<file path="src/rtl/inst_issue.sv">
// inst_issue: synchronises and debounces SW_START and captures SW_INST once per debounced press.
// The captured instruction is offered over valid/ready. Define INST_ISSUE_OVERRUN_EN to build the sticky OVERRUN flag.
module inst_issue #(
  parameter int DEBOUNCE_CYCLES = 500000
) (
  input  logic       CLK,
  input  logic       RST_N,
  input  logic       SW_START,
  input  logic [7:0] SW_INST,
  input  logic       INST_READY,
  output logic       INST_VALID,
  output logic [7:0] INST_OUT,
  output logic       START_LEVEL,
  output logic       OVERRUN
);

  localparam int            CW       = $clog2(DEBOUNCE_CYCLES + 1);
  localparam logic [CW-1:0] CNT_LAST = CW'(DEBOUNCE_CYCLES - 1);

  typedef enum logic {IDLE, PEND} state_e;

  logic          start_meta_q, start_s_q;
  logic [7:0]    inst_meta_q, inst_s_q;
  logic [CW-1:0] cnt_q, cnt_d;
  logic          level_q, level_d, level_prev_q;
  logic          rise;
  state_e        state_q;
  logic          valid_q;
  logic [7:0]    inst_q;

  always_ff @(posedge CLK or negedge RST_N) begin
    if (!RST_N) begin
      start_meta_q <= 1'b0;
      start_s_q    <= 1'b0;
      inst_meta_q  <= 8'h00;
      inst_s_q     <= 8'h00;
    end else begin
      start_meta_q <= SW_START;
      start_s_q    <= start_meta_q;
      inst_meta_q  <= SW_INST;
      inst_s_q     <= inst_meta_q;
    end
  end

  // Level flips only after DEBOUNCE_CYCLES consecutive disagreeing samples.
  always_comb begin
    cnt_d   = cnt_q;
    level_d = level_q;
    if (start_s_q == level_q) begin
      cnt_d = '0;
    end else if (cnt_q == CNT_LAST) begin
      cnt_d   = '0;
      level_d = ~level_q;
    end else begin
      cnt_d = cnt_q + CW'(1);
    end
  end

  always_ff @(posedge CLK or negedge RST_N) begin
    if (!RST_N) begin
      cnt_q        <= '0;
      level_q      <= 1'b0;
      level_prev_q <= 1'b0;
    end else begin
      cnt_q        <= cnt_d;
      level_q      <= level_d;
      level_prev_q <= level_q;
    end
  end

  assign rise = level_q & ~level_prev_q;

  always_ff @(posedge CLK or negedge RST_N) begin
    if (!RST_N) begin
      state_q <= IDLE;
      valid_q <= 1'b0;
      inst_q  <= 8'h00;
    end else begin
      case (state_q)
        IDLE: begin
          if (rise) begin
            inst_q  <= inst_s_q;
            valid_q <= 1'b1;
            state_q <= PEND;
          end
        end
        PEND: begin
          // A press landing on the accept edge becomes the next pending instruction.
          if (INST_READY) begin
            if (rise) begin
              inst_q <= inst_s_q;
            end else begin
              valid_q <= 1'b0;
              state_q <= IDLE;
            end
          end
        end
        default: begin
          state_q <= IDLE;
          valid_q <= 1'b0;
        end
      endcase
    end
  end

`ifdef INST_ISSUE_OVERRUN_EN
  logic overrun_q;

  always_ff @(posedge CLK or negedge RST_N) begin
    if (!RST_N) begin
      overrun_q <= 1'b0;
    end else if (state_q == PEND && rise && !INST_READY) begin
      overrun_q <= 1'b1;
    end
  end

  assign OVERRUN = overrun_q;
`else
  assign OVERRUN = 1'b0;
`endif

  assign INST_VALID  = valid_q;
  assign INST_OUT    = inst_q;
  assign START_LEVEL = level_q;

endmodule

</file>
<file path="config.mk">
export PLATFORM = sky130hd
export DESIGN_NAME = inst_issue
export DESIGN_NICKNAME = d
export VERILOG_FILES = /design/src/rtl/inst_issue.sv
export SDC_FILE = /design/constraint.sdc
export NUM_CORES = 1
export LEC_CHECK = 0
export CAP_MARGIN = 20
export CORE_ASPECT_RATIO = 1.5
export CORE_MARGIN = 5
export CORE_UTILIZATION = 36
export CTS_BUF_LIST = sky130_fd_sc_hd__clkbuf_4
export DETAILED_ROUTE_END_ITERATION = 7
export GPL_ROUTABILITY_DRIVEN = 0
export SYNTH_ARGS = -nofsm -noshare
export SYNTH_HDL_FRONTEND = slang
export SYNTH_SLANG_ARGS = --single-unit
export TNS_END_PERCENT = 100
</file>
<file path="constraint.sdc">
create_clock -name CLK -period 4.6 [get_ports CLK]
set_clock_uncertainty 0.05 [all_clocks]
set_input_delay 1.15 -clock CLK [delete_from_list [all_inputs] [get_ports CLK]]
set_output_delay 1.15 -clock CLK [all_outputs]
set_load 0.005 [all_outputs]
</file>
==> flow_metrics.py, run 1 <==
metrics = {
    "route": {
        "post-route-drc-count": 0,
        "antenna_left": 0,
        "vias_per_cell": 4.605,
        "wl_um": 3053,
        "avgRoutedWirePerCell_um": 12.56,
        "first_pass_iters": 4,
        "vias": 1119,
        "drt-initial-drc-count": 61,
    },
    "pwr": {
        "irDropWorstVdd_mv": 0.1319,
        "powerDensity_mw_per_mm2": 312.7,
        "p_leak_nw": 0.9550,
    },
    "timing": {
        "maxSlewViolCount": 0,
        "max_freq_mhz": 399.2,
        "period_needed_ns": 2.505,
        "worst_pin_slew_ns": 0.9113,
        "worst_slack_ns": 2.095,
        "fin_setup_tns_ns": 0,
        "timing.final.crit_share": 0.5445,
        "hold_viol": 0,
        "holdWs_ns": 0.3125,
        "setup_violations": 0,
        "rsz0062_at_grt": "false",
        "slew_headroom": 0.3904,
    },
    "global_routing": {
        "grt_start_max_net_pins": 50,
        "track_usage": 0.1005,
        "grt_pass1_wl_um": 5471,
        "grt_pass1_vias": 1185,
        "antenna_found_initial": 0,
        "grt_overflow": 0,
    },
    "setup_path": {
        "r2r-end": "cnt_q[12]",
        "worstSetupEndpointType": "output pin",
        "worst_setup_path_start_kind": "flip-flop",
        "cpPeakStageDelay_ns": 0.53,
        "crit_buf_inv": 1,
        "arrival_ns": 1.30,
        "crit_required_ns": 3.40,
        "rrSetupSlack_ns": 2.51,
        "reg2regPathDepth": 4,
        "crit_path_top_delay_cell": "clkdlybuf4s50_1",
        "cp.depth": 1,
        "path_delay_family": "buffers and inverters",
        "crit_type": "flip-flop to output pin",
        "critPathMaxFanout": 5,
        "crit_chain": "clkdlybuf4s50_1",
        "r2r-start": "cnt_q[9]",
    },
    "placement": {
        "portBuffers": 21,
        "dp_hpwl_um": 2190,
        "placed_cell_area_mm2": 0.002166,
        "post-place-ws_ns": 1.710,
    },
    "synth": {
        "synth_commonest_cells": "49 x dfrtp_1, 19 x nor2_1, 13 x xnor2_1, 9 x mux2_2",
        "synth_warnings": 0,
        "synth-edff-count": 0,
        "synth_flop_cell": "dfrtp_1",
        "synth.area.top_cells": "dfrtp_1 65%, xnor2_1 6.0%, mux2_2 5.4%",
        "yosysMostFrequentCell": "dfrtp_1",
        "synth_top_area_frac": 0.6477,
        "async_flop_share": 1.000,
        "ys_seq_area_frac": 0.6477,
        "synth_top_area_cell": "dfrtp_1",
        "syn_area_mm2": 0.001893,
        "synth_nets": 162,
        "syn_inst": 149,
        "synth-seq-cells": 49,
        "synth_cell_types": 29,
        "avgSynthCellArea_um2": 12.71,
    },
    "cts": {
        "cts.repair.resized": 0,
        "cts_made_buffers": 5,
        "insertion_delay_ns": 0.35,
        "cts_num_sinks": 49,
        "hold_buffers": 0,
        "root_buffer": "clkbuf_4",
        "cts_tree": "done",
        "postCtsSetupBuffers": 0,
        "cts_max_path_buffers": 2,
        "clock_tree.htree_level_count": 2,
        "clkTransAtPathRegs_ns": 0.13,
    },
    "floorplan": {
        "die_h_um": 98.81,
        "dieArea_mm2": 0.006839,
        "die_w_um": 69.21,
        "start_util": 0.3694,
        "core_area_mm2": 0.005125,
        "num_rows": 32,
        "io_pins": 23,
    },
    "worst_hold_path": {
        "hold_class": "flip-flop to flip-flop",
        "hold-path-cell-count": 0,
        "holdCritStartpoint": "inst_meta_q[7]",
        "holdPathEnd": "inst_s_q[7]",
    },
    "cells_and_area": {
        "diodes": 0,
        "area_delta_synth_final_pct": 19.30,
        "stdcell_area_mm2": 0.002258,
        "fin_nets": 188,
        "fin_util": 0.4407,
        "drive_above_1_share": 0.1257,
    },
    "run": {
        "cap_viol_max_count": 0,
    },
    "outcome": {
        "status": "complete, no violations",
    },
}
## cells by family after synthesis
group                      after synthesis  share of synthesized area
adders and majority gates                1                   0.006608
buffers and inverters                   10                    0.02313
other                                    1                   0.001981
xor gates and xnor gates                15                    0.06940
AOI/OAI and AO/OA                       10                    0.04032
and+or+nand+nor                         53                     0.1520
muxes                                   10                    0.05883
DFF                                     49                     0.6477
## sequential cells by signal (all words and copies together) (netlist names), 8 cells and up
signal,cells
cnt_q,19
INST_OUT,8
inst_meta_q,8
inst_s_q,8
## report_power, final
part,total (mW),switching (mW),internal [mW]
Sequential,0.446,0.00528,0.441
Combinational,0.0275,0.0148,0.0127
Clock,0.233,0.122,0.111
## how the worst max path moves through the flow
stage	from	endpoint	slack, ns
floorplan	INST_READY	INST_OUT[0]	2.40
global placement	INST_READY	INST_OUT[2]	1.76
detailed placement	INST_READY	INST_OUT[0]	1.71
CTS	START_LEVEL	START_LEVEL	2.05
global route	START_LEVEL	START_LEVEL	2.00
finish	START_LEVEL	START_LEVEL	2.10
## metrics by stage
step / power (mW) / cells
floorplan: 0.4616 / 149
global placement: 0.4797 / 235
detailed placement: 0.4807 / 235
CTS: 0.7209 / 242
global route: 0.7438 / 243
finish: 0.7062 / 243
## worst register-to-register path, cell delays in order, from the launching register on
cell and delay (ns):
dfrtp_1 0.45, nor4_1 0.28, nand2_1 0.16, o41ai_4 0.89, nor2_1 0.12
## area by class of cell
type / count / area (um^2)
Clock inverter: 2 / 35.03
Inverter: 7 / 26.28
Fill cell: 504 / 2867
Timing Repair Buffer: 22 / 225.2
Multi-Input combinational cell: 90 / 623.1
Tap cell: 68 / 85.08
Clock buffer: 5 / 37.54
Sequential cell: 49 / 1226
## cells in the final DEF (no fill, tap or decap), types with 2 or more instances in the layout
| cell type | n |
|---|---|
| nand4_1 | 3 |
| nand2_1 | 6 |
| o21ai_0 | 4 |
| nand3_1 | 7 |
| dfrtp_1 | 49 |
| nor4_1 | 5 |
| nor3_1 | 4 |
| clkbuf_4 | 5 |
| nor2_1 | 19 |
| mux2_2 | 9 |
| xnor2_1 | 13 |
| xor2_1 | 2 |
| clkdlybuf4s50_1 | 20 |
| inv_1 | 7 |
| a21oi_1 | 4 |
| or3_1 | 2 |
## per-layer routing
metal,up-vias,GRT usage,wire length [um]
met5,-,0,0
met4,0,0.04962,68
met3,8,0.04082,160
met2,23,0.1691,1581
met1,530,0.1089,1243
li1,558,-,-
No activity file was read; power rests on OpenSTA's default activity.
==> run 2, diff against run 1 <==
clock period = 2.1 ns   (was 4.6 ns; I/O delays follow)
==> flow_metrics.py, run 2 (same netlist as run 1, synthesis figures left out) <==
metrics = {
    "outcome": {
        "status": "complete, no violations",
    },
    "floorplan": {
        "start_util": 0.3694,
        "core_area_mm2": 0.005125,
        "io_pins": 23,
        "dieArea_mm2": 0.006839,
        "die_h_um": 98.81,
        "die_w_um": 69.21,
        "num_rows": 32,
    },
    "cells_and_area": {
        "fin_nets": 194,
        "diodes": 0,
        "area_delta_synth_final_pct": 20.69,
        "regMostFlops": "cnt_q",
        "drive_above_1_share": 0.1648,
        "layout_commonest_cell": "dfrtp_1",
        "stdcell_area_mm2": 0.002285,
        "fin_util": 0.4458,
        "layout.cells.non_filler": 250,
        "largest_reg_flops": 19,
        "most-common-layout-cells": "49 x dfrtp_1, 20 x clkdlybuf4s50_1, 19 x nor2_1",
    },
    "placement": {
        "dp.cells": 242,
        "placed_cell_area_mm2": 0.002218,
        "dp_hpwl_um": 2548,
        "portBuffers": 21,
    },
    "pwr": {
        "powerDensity_mw_per_mm2": 640.2,
        "irDropWorstVdd_mv": 0.2679,
        "power_mw": 1.463,
        "p_leak_nw": 0.9668,
    },
    "timing": {
        "fin_setup_tns_ns": 0,
        "period_needed_ns": 1.972,
        "setup_violations": 0,
        "timing.final.crit_share": 0.9390,
        "max_freq_mhz": 507.1,
        "rsz0062_at_grt": "false",
        "maxSlewViolCount": 0,
        "hold_viol": 0,
    },
    "cts": {
        "clkTransAtPathRegs_ns": 0.13,
        "postCtsSetupBuffers": 0,
        "insertion_delay_ns": 0.35,
        "root_buffer": "clkbuf_4",
        "cts_tree": "done",
        "cts.repair.resized": 0,
        "clock_tree.htree_level_count": 2,
        "cts_made_buffers": 5,
        "cts_max_path_buffers": 2,
        "cts_num_sinks": 49,
        "hold_buffers": 0,
    },
    "route": {
        "avgRoutedWirePerCell_um": 13.50,
        "first_pass_iters": 4,
        "vias_per_cell": 4.760,
        "drt-initial-drc-count": 57,
        "wl_um": 3375,
        "post-route-drc-count": 0,
        "vias": 1190,
        "antenna_left": 0,
    },
    "run": {
        "cap_viol_max_count": 0,
    },
    "setup_path": {
        "crit_chain": "ha_1 > nand4_4 > or4_4 > or3_1 > a21oi_1",
        "cpPeakStageDelay_ns": 0.56,
        "critPathMaxFanout": 5,
        "crit_buf_inv": 0,
        "crit_path_top_delay_cell": "or4_4",
        "arrival_ns": 2.20,
        "path_delay_family": "simple AND/OR/NAND/NOR gates",
        "worst_setup_path_start_kind": "flip-flop",
        "crit_required_ns": 2.33,
        "crit_type": "flip-flop to flip-flop",
        "worstSetupEndpointType": "flip-flop",
    },
    "worst_hold_path": {
        "hold_class": "primary input to asynchronous set/reset pin",
    },
    "global_routing": {
        "grt_pass1_wl_um": 6058,
        "track_usage": 0.1090,
        "grt_overflow": 0,
        "grt_pass1_vias": 1312,
        "grt_start_max_net_pins": 23,
        "antenna_found_initial": 0,
    },
}
==> run 2: changes by cell type in the layout (fill, tap and decap cells not counted), sizes merged <==
cell / previous run / this run
clkinvlp: 0 / 2
clkbuf: 5 / 6
clkinv: 1 / 0
buf: 2 / 8
bufinv: 1 / 0
==> run 2: worst paths after layout <==
kind / start / to / slack, ns / cells past startpoint
worst max-delay path: cnt_q[0] / cnt_q[16] / 0.13 / 5
worst min-delay path: RST_N / inst_s_q[2] / 0.05 / 1
worst max register to register: cnt_q[0] / cnt_q[16] / 0.13 / 5
worst min register to register: inst_meta_q[2] / inst_s_q[2] / 0.31 / 0
max in group asynchronous: RST_N / start_meta_q / 1.37 / 2
min in group CLK: inst_meta_q[2] / inst_s_q[2] / 0.31 / 0
==> run 2: layout make-up <==
cell class / instances / area (um^2)
fill: 488 / 2840
sequential: 49 / 1226
multi-input combinational: 90 / 629.4
timing repair buffer: 28 / 257.7
tap: 68 / 85.08
clock buffer: 6 / 45.04
inverter: 7 / 26.28
clock inverter: 2 / 15.01
==> run 2: through the flow <==
step | setup slack [ns] | hold slack, ns
final | 0.1280 | 0.05241
after global routing | 0.005574 | 0.06573
after CTS | 0.1287 | 0.04894
after detailed placement | 0.1412 | 0.2887
after global placement | 0.2191 | 0.2825
after floorplan | 0.1822 | 0.1794
==> run 2: power breakdown <==
part	total, mW	switching, mW	leakage, nW	internal, mW
Sequential	0.976	0.0111	0.640	0.965
Clock	0.424	0.280	0.0279	0.144
Combinational	0.0620	0.0333	0.298	0.0287
==> run 2: worst register-to-register path: cells and delay by family (launching register included) <==
family                   cells  cell delay (ns)
AND/OR/NAND/NOR              3             0.99
AO/OA/AOI/OAI                1             0.17
flip-flops                   1             0.43
adder cells (fa/ha/maj)      1             0.27
==> run 2: routing by layer <==
| layer | GRT usage | up-vias | share of wire |
|---|---|---|---|
| li1 | - | 566 | - |
| met1 | 0.1157 | 585 | 0.38 |
| met2 | 0.1963 | 32 | 0.56 |
| met3 | 0.03571 | 7 | 0.049 |
| met4 | 0.04511 | 0 | 0.015 |
| met5 | 0 | - | 0 |
==> patch (flow settings as in run 2) <==
Add a define of `INST_ISSUE_OVERRUN_EN`.
--- a/src/rtl/inst_issue.sv
+++ b/src/rtl/inst_issue.sv
@@ -1,5 +1,7 @@
 // inst_issue: synchronises and debounces SW_START and captures SW_INST once per debounced press.
 // The captured instruction is offered over valid/ready. Define INST_ISSUE_OVERRUN_EN to build the sticky OVERRUN flag.
+`define INST_ISSUE_OVERRUN_EN
+
 module inst_issue #(
   parameter int DEBOUNCE_CYCLES = 500000
 ) (
Behaviour: no difference found for any inputs over 10 cycles, from zero or initial values and one cycle with RST_N low; that may be too few to reach the edited logic, so the function may still have changed.
==> patch against run 2 <==
- non-clock buffer count decreased by 1
- worst setup slack improved by 28 ps
- design area increased by 3.2%
- sequential share of layout area decreased by 0.62 points
- hold slack got worse by 2.0 ps
- first-iteration DRC count decreased by 14%
- synthesized cell count increased by 1.3%
- routed wire length decreased by 4.2%
- power increased by 10%
- sequential cell count increased by 1
- synthesized area increased by 1.9%
- combinational power increased by 15%
- sequential power increased by 2.4%
- largest cell class unchanged
==> patch: results (changes against run 2) <==
The run finished with clean final reports. The post-CTS repair timing setup buffer count is 0 (unchanged). The number of non-clock buffers in the layout is 27 (was 28), and the via-per-instance ratio is 4.82 (was 4.76).

The number of flip-flops and latches was 50 (was 49); the number of signal-net inverters in the final layout was 8 (was 7). The number of buffer cells added on primary ports works out to 22 (was 21). The kind of cell adding the most delay to the critical path is simple AND/OR/NAND/NOR gates (unchanged).

The fraction of area in non-clock buffers came out at 11.2% (was 11.3%). The number of flip-flops in the largest register is 19 (unchanged), and the half-perimeter wire length of the detailed placement result is 2.46 mm (was 2.55 mm). The sequential element share of the synthesized area is 64.9% (was 64.8%). The fraction of area in clock buffers and inverters is 3.50% (was 2.63%), and the async set-or-reset flop fraction in the synthesized netlist is 100% (unchanged).

The overall track demand over capacity in global routing was 10.0% (was 10.9%). The tools report the global-route wire length before repair as 5.66 mm (was 6.06 mm). Most flop-heavy register: cnt_q (unchanged). The worst ir drop on vdd came out at 293 uV (was 268 uV). The starting DRC count in detailed routing is 49 (was 57).

Library cell used as clock root buffer: sky130_fd_sc_hd__clkbuf_4 (unchanged). The via count of the first global-routing pass was 1298 (was 1312). For the number of instances resized during post-cts repair, the log shows 0 (unchanged). The count of inserted tapcells was 68 (unchanged); the number of multi-input logic gates was 91 (was 90). Most frequent cells after synthesis: sky130_fd_sc_hd__dfrtp_1, sky130_fd_sc_hd__nor2_1, sky130_fd_sc_hd__xnor2_1 (unchanged).

At the later pin of the worst-skew pair, clock insertion delay measures 360 ps. The fill cell instance count of the final layout was 465 (was 488). For the count of warnings emitted by yosys, the log shows 0 (unchanged). The class of the tightest hold or removal check was primary input to async pin (unchanged). The share of layout cells above drive strength 1 is 15.2% (was 16.5%), and the detailed-route wire length per cell is 12.8 um (was 13.5 um).

The maximum number of pins on one net before global-route repair was 30 (was 23); the number of nets in the finished design was 197 (was 194). Standard cell with the maximum stage delay on the critical path: sky130_fd_sc_hd__or4_4 (unchanged). The maximum root-to-sink buffer count was 2 (unchanged); the clock transition at the registers of the reported paths was 130 ps (about the same). The area after detailed placement was 2270 sq um (was 2220 sq um). The net count of the mapped netlist was 165 (was 162). The largest fanout on the critical path is 5 (unchanged). The multi-input gate share of total cell area came out at 27.3% (was 27.5%).

Ranking of synthesized cells by area: sky130_fd_sc_hd__dfrtp_1, sky130_fd_sc_hd__xnor2_1, sky130_fd_sc_hd__mux2_2 (unchanged). The total setup violations reported at the end of the flow was 0 (unchanged). The count of TritonRoute iterations in the first routing pass is 4 (unchanged).

The tools report the number of distinct library cell variants in the gate-level netlist after synthesis as 28 (was 29). The logs give 0 (unchanged) for the number of diodes and 0.00102 uW (was 0.000967 uW) for the static power due to leakage. The fraction of standard cell area that is sequential is 53.1% (was 53.7%), and the clock buffer count in the final layout is 6 (unchanged). The maximum cell stage delay along the critical path is 560 ps (about the same). The worst pin sits at a relative slew slack of 68.3%.

Depth of the CTS H-tree: 2 (unchanged).
[patch: cell count changes after synthesis, sizes merged]
cell / run 2 / this run
a21o: 0 / 1
inv: 7 / 8
o21ai: 4 / 3
buf: 2 / 1
a2bb2oi: 1 / 0
a22o: 0 / 1
nand2: 6 / 7
conb: 1 / 0
ha: 1 / 2
dfrtp: 49 / 50
[patch: cells by family (layout without fill, tap and decap cells)]
family | after synthesis | in the layout | synth area share, %
buf+inv | 10 | 43 | 2.07
fa+ha+maj | 2 | 2 | 1.30
simple gates | 54 | 54 | 15.1
mux | 10 | 10 | 5.77
flops | 50 | 50 | 64.9
xor+xnor | 15 | 15 | 6.81
compound gates | 10 | 10 | 4.09
[patch: final timing paths]
path,from,end,slack (ps),cells past startpoint
max,cnt_q[0],cnt_q[16],160,5
min,RST_N,inst_s_q[0],50,1
max reg2reg,cnt_q[0],cnt_q[16],160,5
min reg2reg,inst_meta_q[3],inst_s_q[3],300,0
max in group asynchronous,RST_N,cnt_q[5],1440,2
min in group CLK,inst_meta_q[3],inst_s_q[3],300,0
[patch: metal layers]
layer	GRT usage [%]	part of all wire [%]	vias up	wire length [um]
met3	3.34	4.9	7	157
met1	10.5	40	609	1300
met2	18.1	53	21	1720
met4	4.42	1.9	0	62
met5	0	0	-	0
li1	-	-	577	-
[patch: power by group]
| group | switching [uW] | total [uW] | internal, uW |
|---|---|---|---|
| logic | 35.2 | 71.3 | 36.1 |
| clock network | 276 | 541 | 264 |
| registers | 12.3 | 999 | 987 |
[patch: metrics by stage]
stage | setup WS, ps | instances | utilization (%)
3_5_place_dp | 103 | 244 | 43.9
2_1_floorplan | 182 | 151 | -
6_report | 156 | 252 | 45.7
5_1_grt | 56.7 | 252 | 45.7
4_1_cts | 81.3 | 252 | 45.5
3_3_place_gp | 183 | 244 | 43.9
